===== config.mk =====
export PLATFORM = sky130hd
export DESIGN_NAME = dmem_responder
export DESIGN_NICKNAME = d
export VERILOG_FILES = /design/src/rtl/dmem_responder.sv
export SDC_FILE = /design/constraint.sdc
export NUM_CORES = 1
export LEC_CHECK = 0
export BUFFER_PORTS_ARGS = -buffer_cell sky130_fd_sc_hd__buf_4
export CORE_MARGIN = 5
export CORE_UTILIZATION = 35
export DETAILED_ROUTE_END_ITERATION = 12
export GPL_TIMING_DRIVEN = 1
export HOLD_SLACK_MARGIN = 0.15
export PLACE_DENSITY = 0.58
export SLEW_MARGIN = 20
export SYNTH_ARGS = -nofsm -noshare
export SYNTH_HDL_FRONTEND = slang
export SYNTH_SLANG_ARGS = --single-unit

===== constraint.sdc =====
create_clock -name clk -period 5.45 [get_ports clk]
set_clock_uncertainty 0.1 [all_clocks]
set_input_delay 0.545 -clock clk [delete_from_list [all_inputs] [get_ports clk]]
set_output_delay 0.545 -clock clk [all_outputs]
set_load 0.05 [all_outputs]

===== src/rtl/dmem_responder.sv =====
// dmem_responder: word-addressed data-memory responder with programmable wait states and saturating debug counters
module dmem_responder #(
    parameter int DATA_W   = 32,
    parameter int DEPTH    = 32,
    parameter int WAIT_CYC = 2,
    parameter int CNT_W    = 16
) (
    input  logic              clk,
    input  logic              RN,
    input  logic              req_valid,
    output logic              req_ready,
    input  logic              req_we,
    input  logic [31:0]       req_addr,
    input  logic [DATA_W-1:0] req_wdata,
    output logic              rsp_valid,
    input  logic              rsp_ready,
    output logic [DATA_W-1:0] rsp_rdata,
    output logic              rsp_err,
    output logic [CNT_W-1:0]  ld_cnt,
    output logic [CNT_W-1:0]  st_cnt,
    output logic [CNT_W-1:0]  err_cnt
);
    localparam int AW = (DEPTH > 1) ? $clog2(DEPTH) : 1;
    typedef enum logic [1:0] {S_IDLE, S_WAIT, S_ACCESS, S_RESP} state_t;
    state_t state_q, state_d;
    logic [3:0] wait_q, wait_d;
    logic we_q, we_d, ready_q, ready_d, valid_q, valid_d, err_q, err_d;
    logic mem_we, in_range;
    logic [31:0] addr_q, addr_d;
    logic [DATA_W-1:0] wdata_q, wdata_d, rdata_q, rdata_d;
    logic [CNT_W-1:0] ld_q, ld_d, st_q, st_d, ec_q, ec_d;
    logic [DATA_W-1:0] mem [DEPTH];
    assign in_range  = addr_q < 32'(DEPTH);
    assign req_ready = ready_q;
    assign rsp_valid = valid_q;
    assign rsp_rdata = rdata_q;
    assign rsp_err   = err_q;
    assign ld_cnt    = ld_q;
    assign st_cnt    = st_q;
    assign err_cnt   = ec_q;
    // Next-state logic: capture in IDLE, count down in WAIT, access once, then hold the response until accepted
    always_comb begin
        state_d = state_q;
        wait_d  = wait_q;
        we_d    = we_q;
        addr_d  = addr_q;
        wdata_d = wdata_q;
        valid_d = valid_q;
        rdata_d = rdata_q;
        err_d   = err_q;
        ld_d    = ld_q;
        st_d    = st_q;
        ec_d    = ec_q;
        mem_we  = 1'b0;
        case (state_q)
            S_IDLE: if (ready_q && req_valid) begin
                we_d    = req_we;
                addr_d  = req_addr;
                wdata_d = req_wdata;
                wait_d  = 4'(WAIT_CYC);
                state_d = (WAIT_CYC > 0) ? S_WAIT : S_ACCESS;
            end
            S_WAIT: begin
                wait_d  = wait_q - 4'd1;
                state_d = (wait_q == 4'd1) ? S_ACCESS : S_WAIT;
            end
            S_ACCESS: begin
                mem_we  = in_range && we_q;
                valid_d = 1'b1;
                err_d   = !in_range;
                rdata_d = !in_range ? '0 : we_q ? wdata_q : mem[addr_q[AW-1:0]];
                ec_d    = !in_range ? ec_q + CNT_W'(~&ec_q) : ec_q;
                st_d    = (in_range && we_q) ? st_q + CNT_W'(~&st_q) : st_q;
                ld_d    = (in_range && !we_q) ? ld_q + CNT_W'(~&ld_q) : ld_q;
                state_d = S_RESP;
            end
            S_RESP: if (rsp_ready) begin
                valid_d = 1'b0;
                state_d = S_IDLE;
            end
        endcase
        ready_d = state_d == S_IDLE;
    end
    // Control, response and counter registers; an asynchronous reset drops any in-flight request
    always_ff @(posedge clk or negedge RN) begin
        if (!RN) begin
            state_q <= S_IDLE;
            wait_q  <= '0;
            we_q    <= 1'b0;
            addr_q  <= '0;
            wdata_q <= '0;
            ready_q <= 1'b0;
            valid_q <= 1'b0;
            rdata_q <= '0;
            err_q   <= 1'b0;
            ld_q    <= '0;
            st_q    <= '0;
            ec_q    <= '0;
        end else begin
            state_q <= state_d;
            wait_q  <= wait_d;
            we_q    <= we_d;
            addr_q  <= addr_d;
            wdata_q <= wdata_d;
            ready_q <= ready_d;
            valid_q <= valid_d;
            rdata_q <= rdata_d;
            err_q   <= err_d;
            ld_q    <= ld_d;
            st_q    <= st_d;
            ec_q    <= ec_d;
        end
    end
    // Storage array, written only during an in-range store access and never reset
    always_ff @(posedge clk) begin
        if (mem_we) mem[addr_q[AW-1:0]] <= wdata_q;
    end
endmodule

Word-level counts from Yosys, hierarchy flattened:

Memory sizes are Yosys's and may differ from the RTL's.
Cells that the tools add are included.

* bits in registers: 154
* RAM bits: 1024
* bits of input ports: 69
* output and inout port bits: 83
* word-level logic and storage cells: 59
* memories: 1

Memory list
* mem: words 32, width 32, read ports 1, clocked after memory_dff 0, write ports 1, line 32 `logic [DATA_W-1:0] mem [DEPTH];`

* $add $sub $neg: 4
* $lt $le $gt $ge: 1
* equality and inequality tests: 6
* muxes and demuxes: 13
* bitwise gates (word level): 1
* reduce and logical (&&, ||, !) cells: 21

Operators by type and width (number)
* $mux 32: 2
* $add 16x1->16: 3
* $reduce_and 16->1: 3
* $lt 32x6->1 const B: 1
* $reduce_and 2->1: 6
* $pmux 2 s4: 1
* $pmux 4 s2: 1
* $mux 2: 3
* $logic_not 1->1: 5
* $eq 2x2->1 const B: 2
* $eq 4x1->1 const B: 1
* $logic_not 2->1: 2
* $mux 1: 4
* $mux 4: 1
* $ne 2x2->1 const B: 2
* $reduce_bool 2->1: 2
* $sub 4x1->4 const B: 1
* $logic_and 1x1->1: 3
* $eq 2x1->1 const B: 1
* $pmux 1 s2: 1
* $not 1->1: 1

Depth between registers and ports, before layout:

* depth after elaboration: 5
* gate-level depth with buffers: 9
* mapped depth without buffers: 9

Worst setup path after synthesis:

No wires, ideal clock.

* path kind: register to register
* from: register addr_q[29]
* to: memory mem[15][0], enable pin
* library setup time: 0.421 ns
* arrival: 3.268 ns
* required time: 4.929 ns
* setup slack: 1.661 ns
* cell stages (with the launch flop): 7
* period minus slack after synthesis: 3.789 ns
* cells stage by stage: dfrtp_1 > nor4_2 > nand4_2 > nor4_2 > clkbuf_1 > nand3_1 > nor2_1

* longest elaborated chain between the ends: 5

RTL lines
* start: declaration: line 29 `logic [31:0] addr_q, addr_d;`
* start signal: assignment: line 103 `addr_q <= addr_d;`
* $lt 32x6->1: line 33 `assign in_range = addr_q < 32'(DEPTH);`
* $logic_and 1x1->1: line 68 `mem_we = in_range && we_q;`
* $mux 1: line 55 `case (state_q)`
* $mux 1: line 116 `if (mem_we) mem[addr_q[AW-1:0]] <= wdata_q;`
* $mux 1 (implied by the code): line 116
* end: declaration: line 32

Every way passes these cells.

Final worst setup path:

* from: register addr_q[21]
* to: memory mem[13][21], enable pin

Same word-level chain as after synthesis.

==> results <==
- The max-slew violation count is 0.
- The ratio of cells with drive above 1 in the final layout is 21.9%.
- Setup repair after global routing left no endpoint under its margin.
- The detailed router finished its first iteration with 2640 violations.
- Counting along the longest clock path gives a buffer depth of 3.
- The startpoint identified for the worst register-to-register timing path is addr_q[21].
- The internal power component is 0.0182 W.
- For this design the static power due to leakage is 18.5 nW.
- The synthesized netlist net count is 2530.
- Entering global routing, the biggest net connects 84 pins.
- After clock tree synthesis, the clock-pin slew on the worst setup and hold paths is 0.06 ns.
- STA puts the critical path data required time at 5.75 ns.
- Dividing the synthesized area by the synthesized cell count gives 18.4 µm².
- The class of the worst hold path is input port to asynchronous set/reset pin.
- During synthesis, Yosys emitted a total of 0 warnings.
- The floorplan has 131 rows.
- The portion of the clock cycle consumed by the worst path in the final layout is 75.0%.
- The die area is 136000 µm².
- The main flop type after synthesis is edfxtp_1.
- The startpoint type of the worst setup path is a flip-flop.
- The setup path with the least slack is of type flip-flop to flip-flop.
- For this design the top-level I/O count stands at 152.
- Cells fill 42.2% of the core in the end.
- The wire length of the first global-routing pass is 183 mm.
- The combinational cell fraction of total power is 21.9%.
- In this run the remaining antenna-violating nets after routing total 0.
- After detailed routing, the number of vias per cell comes to 5.49.
- The distinct cell type count of the synthesized netlist is 47.
- The run finished with clean final reports.
- The switching component of the power is 0.00789 W.
- Summed over all layers, the routed wires come to 128 mm.
- STA classifies the critical path endpoint as a flip-flop.
- The per-cell routed wire length is 28.3 µm.
- Setup violations remaining at the end of the flow were counted as 0.
- For this run, the top clock speed supported by timing is 0.245 GHz.
- In this run the worst setup path terminates at mem[13][21].
- At the later pin of the worst-skew pair, clock insertion delay measures 0.70 ns.
- The share of flip-flops with an asynchronous set or reset after synthesis is 13.1%.
- The TritonCTS sink count is 1178.
- In this run the clock root is driven by a clkbuf_16.
- Setup slack closes at 1.36 ns.
- The die height is 369 µm.
- Of the total power, registers draw 45.4%.
- After routing, the total negative slack on setup checks comes to 0 ns.
- TritonCTS built the clock tree.
- The placeable core area is 128000 µm².
- The HPWL reported at the end of detailed placement is 79.1 mm.
- The worst setup slack for register-to-register paths is 1.36 ns.
- IR analysis of the VDD net gives a maximum drop of 0.329 mV.
- The power share of the clock group is 32.7%.
- Before CTS, the worst setup slack after placement is 1.36 ns.
- The H-tree generated during clock tree synthesis spans 3 levels.
- The shortest period the worst path allows is 4.09 ns.
- The die is 369 µm wide.
- The launch point of the critical path is addr_q[21].
- For this design the ratio of total power to cell area is 483 nW/µm².
- Total power for the finished layout comes to 0.0260 W.
- Relative to the synthesized area, the layout overhead comes to 19.4%.
- Counting cells, the worst reg-to-reg path comes to 6.
- The detailed-route via count is 24.8k.
- The share of the Yosys chip area taken by registers is 76.6%.
- The first-pass iteration count of the detailed router is 7.
- The placer's final routability congestion estimate is 0.820.
- The worst-margin pin slew is 1.15 ns.
- Clock tree synthesis inserted a total of 114 buffers.
- The number of enable flip-flop cells after synthesis is 1024.
- The synthesized design contains 1178 register bits.
- Global routing used 18.4% of the available tracks.
- The number of instances in the synthesized netlist is 2453.
- The number of global-route vias before repair is 25.1k.
- The total number of nets in the final design is 2827.
- The number of antenna violations at the first check in global routing came to 5.
- The total of buffers placed on input and output ports is 151.
- For this run the aggregate overflow at the end of global routing stands at 0.
- The post-route DRC violation count is 0.
- The peak fanout along the critical path is 24.
- Max-cap violations in this run came to 0.
- The end of the worst register-to-register path is mem[13][21].
- The number of hold-slack violations in the final timing report came to 0.
- Data on the critical path arrives at its endpoint at 4.39 ns.
- The cell area after synthesis is 45200 µm².
- Once the clock tree was built, the resizer swapped 0 gates to a different size.
- The fraction of power spent switching nets is 30.3%.
- The worst slew margin relative to its limit is 22.9%.
- The initial core utilization is 35.3%.
-- through the flow --
step	hold slack, ns	cells	area [µm²]
finish	0.327	4511	53900
global placement	0.358	4221	49000
floorplan	0.149	2453	45200
detailed placement	0.363	4229	49200
CTS	0.342	4510	53900
global route	0.386	4511	53900
-- how the worst min path moves through the flow --
stage,start,endpoint,slack [ns],cells after the start
2_1_floorplan,RN,addr_q[0],0.15,0
3_3_place_gp,wdata_q[14],wdata_q[14],0.36,2
3_5_place_dp,wdata_q[5],wdata_q[5],0.36,2
4_1_cts,RN,addr_q[13],0.34,2
5_1_grt,RN,err_cnt[10],0.39,2
6_report,RN,err_cnt[8],0.33,2
-- Yosys cell counts, drive strengths merged, types with 6 or more instances --
master	n	area share, %
xnor2	34	0.66
nand3	20	0.22
dfrtp	154	8.5
buf	63	0.69
o21ai	8	0.089
mux4	128	6.4
o22ai	62	0.86
xor2	8	0.16
a22oi	140	2.3
mux2i	258	5.7
nand4	58	0.82
and3	17	0.24
nand2	238	2.0
or4	11	0.19
a221o	20	0.44
nor4	35	0.55
edfxtp	1024	68
ha	8	0.22
nor4bb	6	0.13
clkbuf	73	0.61
nor2	43	0.36
-- final cells by class --
cell class / instances / area [µm²]
well taps: 1662 / 2080
clock buffers: 148 / 3140
fillers: 11100 / 73900
multi-input cells: 1134 / 10300
diodes: 1 / 2.50
inverters: 5 / 18.8
clock inverters: 66 / 942
repair buffers: 317 / 2790
flip-flops and latches: 1178 / 34600
-- cells in the final DEF (no fill, tap or decap), types with 5 or more instances in the layout --
master,count
nand4_1,57
xor2_1,8
or4_1,10
xnor2_1,34
inv_1,5
dfrtp_1,144
clkbuf_1,21
buf_12,9
ha_1,8
o22ai_1,62
inv_6,5
nor4_2,5
clkinv_1,12
dfrtp_2,8
nor2_4,32
buf_16,6
o21ai_0,7
dlygate4sd3_1,67
a22oi_1,140
buf_4,234
clkinv_2,19
mux2i_1,258
nor2_1,11
and3_1,16
edfxtp_1,1024
nand2_1,238
mux4_2,128
a221o_1,20
clkbuf_8,11
bufinv_16,22
nor4_1,28
nand3_1,19
clkbuf_16,117
-- logic make-up (layout without fill, tap and decap cells) --
group                    Yosys count  in the layout  share of synthesized area [%]
AO/OA/AOI/OAI                    236            236                           3.82
flip-flops                      1178           1178                           76.6
multiplexers                     388            388                           12.2
AND/OR/NAND/NOR                  460            460                           5.03
XOR/XNOR                          42             42                          0.815
buffers and inverters            141            536                           1.34
other                              0              1                              0
adder cells (fa/ha/maj)            8              8                          0.222
-- repair_timing --
item                                   4_1_cts  5_1_grt
setup buffers                                0        0
hold buffers                                67        0
endpoints found under the hold margin      135        0
-- critical path, stage by stage, from the launching register on --
cell and delay (ns):
dfrtp_1 0.39, nor4_2 0.33, nand4_2 0.29, nor4_4 0.57, nand3b_1 0.75, nor2_4 1.03
buf_4 0.32
-- state kept, by name, indices dropped and copies added, names as in the netlist, 2 cells and up --
name,flops
addr_q,32
rsp_rdata,32
st_cnt,16
ld_cnt,16
wdata_q,32
mem,1024
wait_q,4
state_q,2
err_cnt,16
-- metal layers --
layer	vias to the layer above	track usage (%)	routed length, µm
li1	10500	-	-
met1	13000	25.2	53100
met2	1064	30.5	61800
met3	182	3.15	9210
met4	2	5.25	3680
met5	-	0	13
-- power by group through the flow --
stage,combinational [W],clock (W),sequential (W)
4_1_cts,0.00574,0.00867,0.0118
3_5_place_dp,0.00568,0,0.0120
6_report,0.00570,0.00852,0.0118
2_1_floorplan,0.00306,0,0.0120
3_3_place_gp,0.00560,0,0.0120
5_1_grt,0.00599,0.00906,0.0119
No activity file was read; power rests on OpenSTA's default activity.
